[src/rtl/rv_pkg.sv]
// Shared RV32 pipeline definitions: word widths, reset vector and the
// {pc, instr} record carried between fetch and decode.
package rv_pkg;

  localparam int unsigned XLEN = 32;
  localparam int unsigned ILEN = 32;

  localparam logic [XLEN-1:0] RESET_PC_DEFAULT = 32'h0000_0000;
  localparam logic [ILEN-1:0] NOP_INSTR        = 32'h0000_0013;

  typedef struct packed {
    logic [XLEN-1:0] pc;
    logic [ILEN-1:0] instr;
  } fetch_entry_t;

  function automatic logic [XLEN-1:0] align_word(input logic [XLEN-1:0] addr);
    return addr & ~XLEN'(3);
  endfunction

endpackage

[src/rtl/fetch_fifo.sv]
// Synchronous FIFO with a registered head and a synchronous clear.
// When clear and push/pop arrive together, clear wins.
module fetch_fifo #(
  parameter  int unsigned WIDTH = 64,
  parameter  int unsigned DEPTH = 4,
  localparam int unsigned AW    = $clog2(DEPTH),
  localparam int unsigned CW    = AW + 1
) (
  input  logic             clk,
  input  logic             rst_n,
  input  logic             clear_i,
  input  logic             push_i,
  input  logic [WIDTH-1:0] wdata_i,
  input  logic             pop_i,
  output logic [WIDTH-1:0] rdata_o,
  output logic [CW-1:0]    count_o
);

  logic [AW-1:0]    wr_ptr_q, wr_ptr_d;
  logic [AW-1:0]    rd_ptr_q, rd_ptr_d;
  logic [CW-1:0]    count_q, count_d;
  logic [WIDTH-1:0] mem_q [DEPTH];
  logic             do_push, do_pop;

  // NOTE: every variable gets a default at the top of always_comb so that no
  // path leaves it unassigned, which would otherwise infer a latch.
  always_comb begin
    do_push  = push_i && !clear_i;
    do_pop   = pop_i && !clear_i && (count_q != '0);
    wr_ptr_d = wr_ptr_q;
    rd_ptr_d = rd_ptr_q;
    count_d  = count_q;
    if (clear_i) begin
      wr_ptr_d = '0;
      rd_ptr_d = '0;
      count_d  = '0;
    end else begin
      if (do_push) wr_ptr_d = wr_ptr_q + AW'(1);
      if (do_pop)  rd_ptr_d = rd_ptr_q + AW'(1);
      case ({do_push, do_pop})
        2'b10:   count_d = count_q + CW'(1);
        2'b01:   count_d = count_q - CW'(1);
        default: count_d = count_q;
      endcase
    end
  end

  // NOTE: sequential state uses non-blocking assignments so every register
  // samples the pre-edge value of every other register.
  always_ff @(posedge clk or negedge rst_n) begin
    if (!rst_n) begin
      wr_ptr_q <= '0;
      rd_ptr_q <= '0;
      count_q  <= '0;
    end else begin
      wr_ptr_q <= wr_ptr_d;
      rd_ptr_q <= rd_ptr_d;
      count_q  <= count_d;
    end
  end

  // NOTE: storage is deliberately not reset; count_q alone defines which
  // entries are meaningful, so clearing the array would only cost flops.
  always_ff @(posedge clk) begin
    if (do_push) mem_q[wr_ptr_q] <= wdata_i;
  end

  assign rdata_o = mem_q[rd_ptr_q];
  assign count_o = count_q;

  // Overflow or out-of-range occupancy means the upstream credit logic is broken.
  assert property (@(posedge clk) disable iff (!rst_n) count_q <= CW'(DEPTH));
  assert property (@(posedge clk) disable iff (!rst_n)
                   !(push_i && !clear_i && !pop_i && count_q == CW'(DEPTH)));

endmodule

[src/rtl/fetch_buffer.sv]
// Instruction prefetch buffer: owns the fetch PC, issues credit-limited reads
// to a 1-cycle synchronous imem and queues {pc, instr} for decode.
module fetch_buffer import rv_pkg::*; #(
  parameter int unsigned     DEPTH    = 4,
  parameter logic [XLEN-1:0] RESET_PC = RESET_PC_DEFAULT
) (
  input  logic            clk,
  input  logic            rst_n,
  input  logic            redirect_i,
  input  logic [XLEN-1:0] redirect_pc_i,
  output logic            imem_req_o,
  output logic [XLEN-1:0] imem_addr_o,
  input  logic [ILEN-1:0] imem_rdata_i,
  input  logic            d_ready_i,
  output logic            d_valid_o,
  output logic [XLEN-1:0] d_pc_o,
  output logic [XLEN-1:0] d_pc_plus_4_o,
  output logic [ILEN-1:0] d_instr_o
);

  localparam int unsigned CW  = $clog2(DEPTH) + 1;
  localparam int unsigned CRW = CW + 1;

  logic [XLEN-1:0] fetch_pc_q, fetch_pc_d;
  logic [XLEN-1:0] inflight_pc_q, inflight_pc_d;
  logic            inflight_q, inflight_d;
  logic            handshake, pop, push, req;
  logic [CW-1:0]   count;
  logic [CRW-1:0]  credit_used;
  fetch_entry_t    push_entry, head_entry;

  assign d_valid_o  = (count != '0);
  assign handshake  = d_valid_o && d_ready_i;
  assign pop        = handshake && !redirect_i;
  assign push       = inflight_q && !redirect_i;
  assign push_entry = '{pc: inflight_pc_q, instr: imem_rdata_i};

  // A request is only issued if its word is guaranteed a slot when it returns.
  always_comb begin
    credit_used = CRW'(count) + CRW'(inflight_q) - CRW'(handshake);
    req         = rst_n && !redirect_i && (credit_used < CRW'(DEPTH));
  end

  always_comb begin
    fetch_pc_d    = fetch_pc_q;
    inflight_pc_d = inflight_pc_q;
    inflight_d    = req;
    if (redirect_i) begin
      fetch_pc_d = align_word(redirect_pc_i);
      inflight_d = 1'b0;
    end else if (req) begin
      inflight_pc_d = fetch_pc_q;
      fetch_pc_d    = fetch_pc_q + XLEN'(4);
    end
  end

  always_ff @(posedge clk or negedge rst_n) begin
    if (!rst_n) begin
      fetch_pc_q    <= align_word(RESET_PC);
      inflight_pc_q <= '0;
      inflight_q    <= 1'b0;
    end else begin
      fetch_pc_q    <= fetch_pc_d;
      inflight_pc_q <= inflight_pc_d;
      inflight_q    <= inflight_d;
    end
  end

  fetch_fifo #(
    .WIDTH ($bits(fetch_entry_t)),
    .DEPTH (DEPTH)
  ) u_fifo (
    .clk     (clk),
    .rst_n   (rst_n),
    .clear_i (redirect_i),
    .push_i  (push),
    .wdata_i (push_entry),
    .pop_i   (pop),
    .rdata_o (head_entry),
    .count_o (count)
  );

  assign imem_req_o  = req;
  assign imem_addr_o = fetch_pc_q;

  // Decode sees zeros rather than stale storage while the queue is empty.
  assign d_pc_o        = d_valid_o ? head_entry.pc            : '0;
  assign d_pc_plus_4_o = d_valid_o ? head_entry.pc + XLEN'(4) : '0;
  assign d_instr_o     = d_valid_o ? head_entry.instr         : '0;

endmodule

[config.mk]
export PLATFORM = sky130hd
export DESIGN_NAME = fetch_buffer
export DESIGN_NICKNAME = d
export VERILOG_FILES = /design/src/rtl/rv_pkg.sv /design/src/rtl/fetch_fifo.sv /design/src/rtl/fetch_buffer.sv
export SDC_FILE = /design/constraint.sdc
export NUM_CORES = 1
export LEC_CHECK = 0
export ABC_CLOCK_PERIOD_IN_PS = 8900
export BUFFER_PORTS_ARGS = -buffer_cell sky130_fd_sc_hd__buf_2
export CORE_ASPECT_RATIO = 0.5
export CORE_MARGIN = 5
export CORE_UTILIZATION = 30
export CTS_BUF_LIST = sky130_fd_sc_hd__clkbuf_4
export DETAILED_ROUTE_END_ITERATION = 12
export SYNTH_ARGS = -nofsm -noshare
export SYNTH_HDL_FRONTEND = slang
export SYNTH_SLANG_ARGS = --single-unit
[constraint.sdc]
create_clock -name clk -period 8.9 [get_ports clk]
set_input_delay 1.78 -clock clk [delete_from_list [all_inputs] [get_ports clk]]
set_output_delay 1.78 -clock clk [all_outputs]
set_load 0.1 [all_outputs]
==> impl_metrics.ini <==
[hold_path]
hold_depth = 0
worstHoldStart = inflight_pc_q[9]
hp-class = register to register

[clock_network]
clock_latency_ns = 0.69
cts.sinks = 316
cts_resized = 0
cts_buffers = 83
path_clk_slew_ns = 0.07
cts_hold_buf = 0
cts_setup_buffers = 0
cts_max_path_buffers = 3
cts_max_level = 3
cts_root_buffer = clkbuf_4
cts_tree = built

[yosys]
synth_cells = 849
synthDistinctLibCells = 51
async_flop_share_pct = 21.5
synth_edf_count = 248
ys_seq_elements = 316
avgSynthCellArea_um2 = 16.1
synth_top_flop_cell = edfxtp_1
yosysSeqAreaShare_pct = 67.0
synth_area_um2 = 13700
yosysWarnings = 0

[finish]
final_cell_mix = 248 x edfxtp_1, 188 x buf_2, 126 x clkbuf_4
fillers = 4243
areaGrowthSynthToFinish_pct = 19.0
drive_above_1_share_pct = 39.1
final_nets = 1164
layout_commonest_cell = edfxtp_1

[placed_design]
gp_congestion = 0.869
dp_slack_ns = 2.48
portBuffers = 189
dp_hpwl_um = 20200

[sta]
timing.final.ws_setup_ns = 2.49
setup_viol = 0
tns_ns = 0
finalHoldViolations = 0
fin_crit_sh_pct = 72.0
finalMaxSlewViolations = 0
rsz0062_at_grt = no
period_needed_ns = 6.41
tightest_slew_ns = 1.02
max_freq_mhz = 156
relSlewSlack_pct = 32.0
skew_ns = 0.0439

[global_routing]
grt_pass1_vias = 8816
antenna_found_initial = 3
grt_max_degree = 94
grt_usage_pct = 12.3
grt_pass1_wl_um = 48900
grt_remaining_overflow = 0

[detailed_routing]
dr.pass1.iters = 5
drcViolationCount = 0
wl_um = 31200
via_per_inst = 4.72
wl_per_cell_um = 17.8
antenna_left = 0
drtIter0Drc = 561
vias = 8244

[floorplan]
rows = 55
core_area_um2 = 45100
die_w_um = 312
initial_core_util_pct = 30.3
die_h_um = 161
die_area_um2 = 50200
ioPinCount = 198

[worst_setup_path]
worst_setup_path_end_kind = output port
cp.required_ns = 7.12
r2r_start = u_fifo.count_o[1]
worst-path-max-fanout = 36
start_kind = input port
path_class = input port to output port
arrival_ns = 4.63
rr_worst_depth = 10
setup.worst_path.start = d_ready_i
r2r_setup_slack_ns = 4.83

[status]
run_status = finished clean

[flow_run]
max_cap_viol_count = 0
## layout make-up
cell class              instances  area [um2]  share of cell area [%]
diodes                          3        7.51                  0.0462
clock buffers                 126         946                    5.82
clock inverters                20         130                   0.800
inverters                      20        75.1                   0.462
multi-input cells             466        4180                    25.7
flip-flops and latches        316        9150                    56.3
well taps                     598         748                    4.60
repair buffers                199        1020                    6.29
## per-layer routing
metal / wire (um) / vias up / global-route usage [%]
li1: - / 3791 / -
met1: 12500 / 4184 / 14.1
met2: 16900 / 202 / 22.8
met3: 1070 / 67 / 2.40
met4: 760 / 0 / 4.82
met5: 0 / - / 0
## critical path: stages
cell,delay (ns)
buf_2,0.12
o31ai_1,0.17
inv_1,0.16
ha_1,0.22
inv_1,0.05
ha_1,0.21
and3b_1,0.22
nor4_4,0.73
o211ai_4,0.13
buf_4,0.29
inv_1,0.09
buf_2,0.42
## kinds of logic (layout without fill, tap and decap cells)
logic type	count (synthesis)	count (layout)	share of synthesized area (%)
buf+inv	72	365	2.73
simple gates	246	246	10.2
fa+ha+maj	10	10	0.971
compound gates	69	69	3.46
mux	106	106	13.8
other cells	1	9	0.0274
xor+xnor	29	29	1.86
flops	316	316	67.0
## registers in the layout (all words and copies together) (netlist names)
signal	cells
u_fifo.wr_ptr_q	2
u_fifo.rd_ptr_q	2
u_fifo.mem_q	248
imem_addr_o	30
inflight_pc_q	30
u_fifo.count_o	3
inflight_q	1
## cells in the mapped netlist (2+ instances only)
library cell	number	area, um2
nor4_2	4	50.1
nor2b_1	59	369
a21oi_1	2	10.0
and3_1	14	87.6
mux2i_1	3	30.0
o211ai_1	5	37.5
o31ai_1	10	75.1
nand3_1	18	90.1
a31oi_1	15	93.8
ha_1	9	113
nand3_2	3	30.0
and4_4	2	22.5
or4_1	12	90.1
nand4_1	8	50.1
nand2_1	33	124
nor3_1	10	50.1
and4_1	4	35.0
edfxtp_1	248	7450
dfrtp_1	68	1700
buf_6	4	45.0
buf_2	12	60.1
nor2_1	56	210
mux4_2	62	1400
xnor2_1	9	78.8
buf_1	2	7.51
mux2_2	27	304
o2111ai_2	2	30.0
xor2_1	20	175
mux2_1	14	158
o211ai_2	2	25.0
inv_1	19	71.3
buf_4	11	82.6
o2111ai_1	6	52.6
and2_1	9	56.3
o21ai_0	24	120
or3_1	7	43.8
clkbuf_1	22	82.6
## through the flow
stage | hold WS [ns] | cells | utilization (%) | instance area, um2
2_1_floorplan | 0.471 | 854 | - | 13700
3_3_place_gp | 0.484 | 1599 | 33.7 | 15200
3_5_place_dp | 0.504 | 1599 | 33.7 | 15200
4_1_cts | 0.510 | 1745 | 36.1 | 16300
5_1_grt | 0.526 | 1748 | 36.1 | 16300
6_report | 0.508 | 1748 | 36.1 | 16300
## path summary, 6_finish.rpt
| path | endpoint |
|---|---|
| max | imem_req_o |
| min | u_fifo.mem_q[0][41] |
| max reg2reg | imem_addr_o[29] |
| min reg2reg | u_fifo.mem_q[0][41] |
| max in group asynchronous | u_fifo.rd_ptr_q[0] |
| min in group asynchronous | imem_addr_o[10] |
Power is not shown: default switching activity piles up to over one toggle a cycle in this logic, so the estimate is an artifact.
